===== src/rtl/mult_arb_pkg.sv =====
// rtl/mult_arb_pkg.sv - shared constants and state encoding for the shared-multiplier arbiter
package mult_arb_pkg;
    localparam int N_REQ = 4;
    localparam int OPW   = 4;
    localparam int IDW   = 2;
    localparam int PW    = 8;

    typedef enum logic [1:0] {
        ST_IDLE = 2'b00,
        ST_MUL  = 2'b01,
        ST_OUT  = 2'b10
    } state_t;
endpackage


===== src/rtl/mult4x4_array.sv =====
// rtl/mult4x4_array.sv - combinational 4x4 unsigned array multiplier
module mult4x4_array
    import mult_arb_pkg::*;
(
    input  logic [OPW-1:0] a_i,
    input  logic [OPW-1:0] b_i,
    output logic [PW-1:0]  p_o
);
    always_comb begin
        p_o = '0;
        // One partial-product row per multiplier bit, shifted into place.
        for (int i = 0; i < OPW; i++) begin
            p_o = p_o + ({{(PW-OPW){1'b0}}, a_i & {OPW{b_i[i]}}} << i);
        end
    end
endmodule


===== src/rtl/rr_pick4.sv =====
// rtl/rr_pick4.sv - four-way round-robin picker, searching from ptr+1 upward
module rr_pick4
    import mult_arb_pkg::*;
(
    input  logic [N_REQ-1:0] req_i,
    input  logic [IDW-1:0]   ptr_i,
    output logic [N_REQ-1:0] gnt_o,
    output logic [IDW-1:0]   gnt_id_o
);
    logic           found;
    logic [IDW-1:0] idx;

    always_comb begin
        gnt_o    = '0;
        gnt_id_o = '0;
        found    = 1'b0;
        idx      = '0;
        // The last granted requester is visited last, so nobody starves.
        for (int k = 1; k <= N_REQ; k++) begin
            idx = ptr_i + IDW'(k);
            if (!found && req_i[idx]) begin
                gnt_o[idx] = 1'b1;
                gnt_id_o   = idx;
                found      = 1'b1;
            end
        end
    end
endmodule


===== src/rtl/mult_share_arb.sv =====
// rtl/mult_share_arb.sv - arbitrates four requesters onto one shared 4x4 multiplier
module mult_share_arb
    import mult_arb_pkg::*;
(
    input  logic                 clk,
    input  logic                 rst,
    input  logic [N_REQ-1:0]     req_valid,
    input  logic [N_REQ*OPW-1:0] req_a,
    input  logic [N_REQ*OPW-1:0] req_b,
    output logic [N_REQ-1:0]     req_ready,
    output logic                 res_valid,
    output logic [PW-1:0]        res_p,
    output logic [IDW-1:0]       res_id,
    input  logic                 res_ready
);
    state_t           state_q, state_d;
    logic [IDW-1:0]   ptr_q;
    logic [OPW-1:0]   op_a_q, op_b_q;
    logic [IDW-1:0]   op_id_q;
    logic [PW-1:0]    res_p_q;
    logic [IDW-1:0]   res_id_q;
    logic             res_valid_q;
    logic [N_REQ-1:0] gnt;
    logic [IDW-1:0]   gnt_id;
    logic [PW-1:0]    prod;
    logic             accept;

    rr_pick4 u_pick (
        .req_i    (req_valid),
        .ptr_i    (ptr_q),
        .gnt_o    (gnt),
        .gnt_id_o (gnt_id)
    );

    mult4x4_array u_mul (
        .a_i (op_a_q),
        .b_i (op_b_q),
        .p_o (prod)
    );

    always_ff @(posedge clk) begin
        if (rst) begin
            state_q <= ST_IDLE;
        end else begin
            state_q <= state_d;
        end
    end

    always_comb begin
        state_d = ST_IDLE;
        case (state_q)
            ST_IDLE: state_d = (|req_valid) ? ST_MUL : ST_IDLE;
            ST_MUL:  state_d = ST_OUT;
            ST_OUT:  state_d = (res_valid_q && res_ready) ? ST_IDLE : ST_OUT;
            default: state_d = ST_IDLE;
        endcase
    end

    // Grant depends only on state, pointer and req_valid; never on res_ready.
    always_comb begin
        req_ready = '0;
        accept    = 1'b0;
        if (state_q == ST_IDLE && |req_valid) begin
            req_ready = gnt;
            accept    = 1'b1;
        end
    end

    always_ff @(posedge clk) begin
        if (rst) begin
            ptr_q       <= IDW'(N_REQ - 1);
            op_a_q      <= '0;
            op_b_q      <= '0;
            op_id_q     <= '0;
            res_p_q     <= '0;
            res_id_q    <= '0;
            res_valid_q <= 1'b0;
        end else begin
            if (accept) begin
                op_a_q  <= req_a[gnt_id*OPW +: OPW];
                op_b_q  <= req_b[gnt_id*OPW +: OPW];
                op_id_q <= gnt_id;
                ptr_q   <= gnt_id;
            end
            case (state_q)
                ST_MUL: begin
                    res_p_q     <= prod;
                    res_id_q    <= op_id_q;
                    res_valid_q <= 1'b1;
                end
                ST_OUT: begin
                    if (res_ready) begin
                        res_valid_q <= 1'b0;
                    end
                end
                default: res_valid_q <= 1'b0;
            endcase
        end
    end

    assign res_valid = res_valid_q;
    assign res_p     = res_p_q;
    assign res_id    = res_id_q;
endmodule


===== config.mk =====
export PLATFORM = sky130hd
export DESIGN_NAME = mult_share_arb
export DESIGN_NICKNAME = d
export VERILOG_FILES = /design/src/rtl/mult_arb_pkg.sv /design/src/rtl/mult4x4_array.sv /design/src/rtl/rr_pick4.sv /design/src/rtl/mult_share_arb.sv
export SDC_FILE = /design/constraint.sdc
export NUM_CORES = 1
export LEC_CHECK = 0
export CORE_MARGIN = 5
export CORE_UTILIZATION = 49
export DETAILED_ROUTE_END_ITERATION = 16
export PLACE_DENSITY = 0.92
export RECOVER_POWER = 50
export SYNTH_ARGS = -nofsm -noshare
export SYNTH_HDL_FRONTEND = slang
export SYNTH_HIERARCHICAL = 1
export SYNTH_SLANG_ARGS = --single-unit
export TNS_END_PERCENT = 30

===== constraint.sdc =====
create_clock -name clk -period 3.66 [get_ports clk]
set_input_delay 0.732 -clock clk [delete_from_list [all_inputs] [get_ports clk]]
set_output_delay 0.732 -clock clk [all_outputs]
set_load 0.01 [all_outputs]

==> results.yml, run 1 <==
worst_setup_path:
  startpoint_type: "input port"
  arrival_ns: 2.82
  cp_max_fo: 9
  rr_startpoint: "op_a_q[2]$_SDFFE_PP0P_"
  cpMaxStageDelayCell: "mux4_2"
  worstPathCellList: "dlygate4sd2_1, mux4_2, a211oi_4, a221o_1, and3_2, clkdlybuf4s50_1"
  criticalPathCategory: "in2out"
  critPathLaunch: "req_valid[2]"
  endpoint_kind: "primary output"
  r2r_slack_ns: 0.63
  critPathMaxStageDelay_ns: 0.58
  required_ns: 2.93
yosys:
  syn_nets: 288
  seq_area_frac_synth: 0.248
  synth-edff-count: 0
  ys_types: 46
  synth_compound_area_frac: 0.195
  synth_xor_area_frac: 0.0130
  syn-instance-count: 226
  yosys_warnings: 6
  async_reset_ff_frac: 0
  synth-simple-area-share: 0.208
  ys_seq_elements: 25
  postSynthAreaPerCell_um2: 8.92
  synthAdderAreaFrac: 0.161
  yosys.area.top_type: "dfxtp_1"
  synth_area_um2: 2020
  synth_top_family_by_area: "simple AND/OR/NAND/NOR gates"
  muxShareOfSynthArea: 0.117
  synth_flop_cell: "dfxtp_1"
  netlist_top_cells_area: "dfxtp_1, ha_1, mux4_2, nand2_1, a21oi_1"
  synth.top_cell.area_share: 0.248
place:
  routabilityCongestion: 0.829
  portBuffers: 53
  hpwl_um: 3700
worst_hold_path:
  hold_path.class: "reg2reg"
  holdCritStartpoint: "res_p[1]$_SDFFE_PP0P_"
floorplanning:
  die-height_um: 74.2
  core_um2: 4000
  rows: 23
  fp.dieW_um: 74.2
  pin_count: 54
  die-area_um2: 5500
  initial_core_util: 0.504
final_layout:
  final_common_cell: "clkdlybuf4s50_1"
  syn_to_final_growth_pct: 33.1
  drive_above_1_share: 0.143
  final_cell_mix: "clkdlybuf4s50_1, nand2_1, a21oi_1, dfxtp_1, ha_1"
  fin_util: 0.671
  nets: 349
  diodes: 0
  fillers: 321
detailed_routing:
  ant_nets: 0
  first_iter_violations: 106
  drt_pass1_iterations: 4
  detail_route.wl_per_cell_um: 13.8
  route.detailed.drc: 0
  wl_um: 4630
  vias_per_cell: 5.59
  vias: 1878
grt:
  grtUsageTotal: 0.179
  grt_pass1_vias: 1761
  grt_pass1_wl_um: 7970
  antenna_found_initial: 0
  grt_overflow: 0
  grt_max_degree: 25
clock_network:
  h-tree-depth: 1
  clk_latency_ns: 0.27
  numCtsBuffers: 3
  cts_tree: "built"
  root_buffer: "clkbuf_8"
  post-cts-setup-buffers: 0
  clk_pin_slew_worst_paths_ns: 0.09
  cts_sinks: 25
  clockBufferDepth: 2
timing:
  hold_violations: 0
  drv_slew: 0
  fin_skew_ns: 0.00315
  max-slew-margin-rel: 0.0143
  finalCritPeriodShare: 0.969
  fmaxAchievable_ghz: 0.282
  finalSetupViolations: 0
  fin_crit_ns: 3.55
  worst_pin_slew_ns: 1.47
  rsz0062_at_grt: "false"
status:
  outcome: "finished with violations"
  violations: "max-capacitance violations"
run:
  max-cap-violations: 1
power:
  p_per_area_nw_per_um2: 441
  ir_drop_uv: 275
  power_mw: 1.19
  leakage_nw: 1.17
-- worst paths after layout --
path	end	cells past startpoint
worst max register to register	res_p[7]$_SDFFE_PP0P_	12
worst min register to register	res_p[1]$_SDFFE_PP0P_	2
worst max-delay path	req_ready[3]	6
worst min-delay path	res_p[1]$_SDFFE_PP0P_	2
-- cell type report --
class | instances | area, µm² | share of cell area
Clock inverter | 1 | 7.51 | 0.00280
Timing Repair Buffer | 69 | 644 | 0.240
Sequential cell | 25 | 500 | 0.186
Inverter | 9 | 33.8 | 0.0126
Tap cell | 50 | 62.6 | 0.0233
Multi-Input combinational cell | 179 | 1400 | 0.520
Clock buffer | 3 | 41.3 | 0.0154
-- synth_stat cells (2+ instances only) --
cell type and number:
buf_4 2, and3_1 2, mux4_2 10, a21o_1 2
nor2_1 4, and2_1 12, and3_2 2, buf_6 3
o21ai_0 14, fa_1 5, clkbuf_1 6, a21oi_1 25
o21ai_1 6, and3b_1 2, nor2b_1 2, clkbuf_2 2
nand3_1 12, nand2_1 34, inv_1 8, nor3_1 2
dfxtp_1 25, a221o_1 4, xnor2_1 2, ha_1 18
-- critical path, delay by kind of cell --
family,cells,cell delay [ns]
buffers and inverters,2,0.85
multiplexers,1,0.58
AO/OA/AOI/OAI,2,0.49
AND/OR/NAND/NOR,1,0.16
-- what timing repair did --
item	CTS	global route
hold buffers	0	0
setup endpoints to repair	4	0
resized for setup	5	0
-- where the power goes --
group	total (mW)	leakage, nW	internal, mW	switching, mW
logic	0.660	0.945	0.341	0.319
clock network	0.168	0.0217	0.0772	0.0907
registers	0.357	0.205	0.318	0.0388
total	1.19	1.17	0.736	0.449
-- per-layer routing --
metal  vias up  wire length (µm)  GRT usage
li1        932                 -          -
met1       872              2060      0.237
met2        70              2200      0.305
met3         4               334     0.0270
met4         0                37     0.0463
met5         -                 0          0
-- logic make-up after synthesis --
family | Yosys count
muxes | 11
DFF | 25
AOI/OAI and AO/OA | 61
adders and majority gates | 23
xor gates and xnor gates | 3
and+or+nand+nor | 81
buffers and inverters | 22
-- flip-flops by register name (all words and copies together) (netlist names) --
name / flops
op_a_q: 4
op_b_q: 4
op_id_q: 2
ptr_q: 2
res_id: 2
res_p: 8
res_valid: 1
state_q: 2
-- stage by stage --
step	setup WS (ns)	hold slack, ns	instance area, µm²	TNS [ns]	cells
final	0.112	0.456	2690	0	336
after global routing	0.00459	0.486	2690	0	336
after CTS	0.123	0.460	2690	0	336
after detailed placement	-0.0795	0.448	2650	-0.242	332
after global placement	-0.00381	0.444	2650	-0.00510	332
after floorplan	0.784	0.428	2020	0	226
No activity file was read; power rests on OpenSTA's default activity.
==> run 2: changes to the inputs <==
- GPL_TIMING_DRIVEN: not set -> 0
==> run 2 against run 1 <==
Against the previous run: the run now ends clean; sequential cell count did not move; cell count did not move; critical path type is now reg2out; wire length rose by 7.3%; maximum frequency is 1.7% higher; non-clock buffer count unchanged; largest power group unchanged; design area barely moved; via count fell by 0.32%; global-route usage increased by 1.4 points; critical endpoint is now req_ready[0]; critical path depth is 3 higher.
==> results.yml, run 2 (synthesis gave the netlist of run 1 again) <==
status:
  outcome: "completed"
final_layout:
  nets: 349
  seq_area_um2: 503
  syn_to_final_growth_pct: 33.1
  largest_register_ffs: 8
  fin_cells: 336
  final_area_um2: 2680
  fin_util: 0.671
  final_cell_mix: "nand2_1, clkdlybuf4s50_1, a21oi_1"
  final_common_cell: "nand2_1"
  drive_above_1_share: 0.126
  diodes: 0
  multi_input_area_um2: 1410
  fillers: 331
detailed_routing:
  wl_um: 4970
  drt_pass1_iterations: 4
  dr_wl_met3_um: 382
  detail_route.wl_per_cell_um: 14.8
  vias: 1872
  first_iter_violations: 123
  wl_met1_um: 2080
  ant_nets: 0
  vias_per_cell: 5.57
  top_layer: "met4"
  wl_met2_um: 2460
  route.detailed.drc: 0
timing:
  fin_skew_ns: 0.00342
  holdWs_ns: 0.452
  fin_tns_setup_ns: 0
  hold_violations: 0
  fmaxAchievable_ghz: 0.287
  postLayoutSetupSlackWorst_ns: 0.170
  drv_slew: 0
  worst_pin_slew_ns: 0.618
  fin_crit_ns: 3.49
  max-slew-margin-rel: 0.584
  finalSetupViolations: 0
  finalCritPeriodShare: 0.954
  rsz0062_at_grt: "false"
worst_setup_path:
  worstRegToRegCells: 11
  rr_startpoint: "ptr_q[0]$_SDFFE_PP1P_"
  worst-path-buf-inv: 3
  cp_top_family: "buffers and inverters"
  criticalPathCategory: "reg2out"
  r2r_slack_ns: 0.51
  worstPathCellList: "buf_4, inv_1, ha_1, mux4_2, nand2_1, o21ai_1, a221o_1, and3_2, dlygate4sd2_1"
  cp_max_fo: 10
  required_ns: 2.93
  startpoint_type: "flop"
  cpMaxStageDelayCell: "dfxtp_2"
  r2r_end: "op_a_q[3]$_SDFFE_PP0P_"
  critPathMaxStageDelay_ns: 0.45
  endpoint_kind: "primary output"
  arrival_ns: 2.76
clock_network:
  clockBufferDepth: 2
  hold_buffers: 0
  cts_tree: "built"
  clk_latency_ns: 0.27
  numCtsBuffers: 3
  cts_sinks: 25
  h-tree-depth: 1
  clk_pin_slew_worst_paths_ns: 0.08
  root_buffer: "clkbuf_8"
place:
  hpwl_um: 3880
  dp.cells: 329
  pre_cts_slack_ns: -0.192
  portBuffers: 53
  placedInstanceArea_um2: 2610
  routabilityCongestion: 0.868
floorplanning:
  die-area_um2: 5500
  rows: 23
  core_um2: 4000
  fp.dieW_um: 74.2
  pin_count: 54
  initial_core_util: 0.504
  die-height_um: 74.2
grt:
  grt_max_degree: 14
  grtUsageTotal: 0.193
  grt_overflow: 0
  grt_pass1_vias: 1865
  antenna_found_initial: 0
  grt_pass1_wl_um: 8390
power:
  p_per_area_nw_per_um2: 443
  ir_drop_uv: 314
  power_mw: 1.19
  leakage_nw: 1.18
run:
  max-cap-violations: 0
worst_hold_path:
  holdCritStartpoint: "res_p[7]$_SDFFE_PP0P_"
  holdPathStages: 2
  hold_end: "res_p[7]$_SDFFE_PP0P_"
  hold_path.class: "reg2reg"
run 2: changes by cell type in the layout (fill, tap and decap cells not counted), moves of 3 or more:
cell	before	now
clkdlybuf4s50_1	36	33
clkbuf_1	0	7
buf_4	16	5
buf_6	0	3
run 2: worst max-delay path by stage:
stage	from	end	slack (ns)	depth (start not counted)
finish	ptr_q[0]$_SDFFE_PP1P_	req_ready[0]	0.17	9
global route	ptr_q[0]$_SDFFE_PP1P_	req_ready[3]	0.004	9
CTS	ptr_q[1]$_SDFFE_PP1P_	req_ready[0]	0.08	8
detailed placement	req_valid[1]	req_ready[0]	-0.19	6
global placement	req_valid[1]	req_ready[3]	-0.15	6
floorplan	op_a_q[2]$_SDFFE_PP0P_	res_p[7]$_SDFFE_PP0P_	0.78	12
run 2: per-layer routing:
metal  vias up  global-route usage
met1       859               0.239
met2        77               0.336
met4         0              0.0584
met5         -                   0
li1        930                   -
met3         6              0.0419
run 2: area by class of cell:
class / instances / area share
plain buffers: 13 / 0.0303
clock buffers: 4 / 0.0168
inverters: 9 / 0.0126
multi-input cells: 179 / 0.524
flip-flops and latches: 25 / 0.187
well taps: 50 / 0.0233
repair buffers: 56 / 0.206
run 2: tightest hold or removal path: cells and delay by family, from the launching register on:
| kind | cells | cell delay (ns) |
|---|---|---|
| AND/OR/NAND/NOR | 1 | 0.05 |
| AO/OA/AOI/OAI | 1 | 0.05 |
| flip-flops | 1 | 0.31 |
run 2: timing repair:
item | CTS | global route
pin swaps | 0 | 2
buffers inserted | 1 | 2
gates resized for setup | 8 | 4
setup endpoints to repair | 4 | 4
run 2: report_power, final:
| group | internal (mW) | switching [mW] | leakage, nW |
|---|---|---|---|
| logic | 0.336 | 0.319 | 0.957 |
| registers | 0.319 | 0.0531 | 0.204 |
| clock network | 0.0780 | 0.0839 | 0.0228 |
| total | 0.733 | 0.456 | 1.18 |
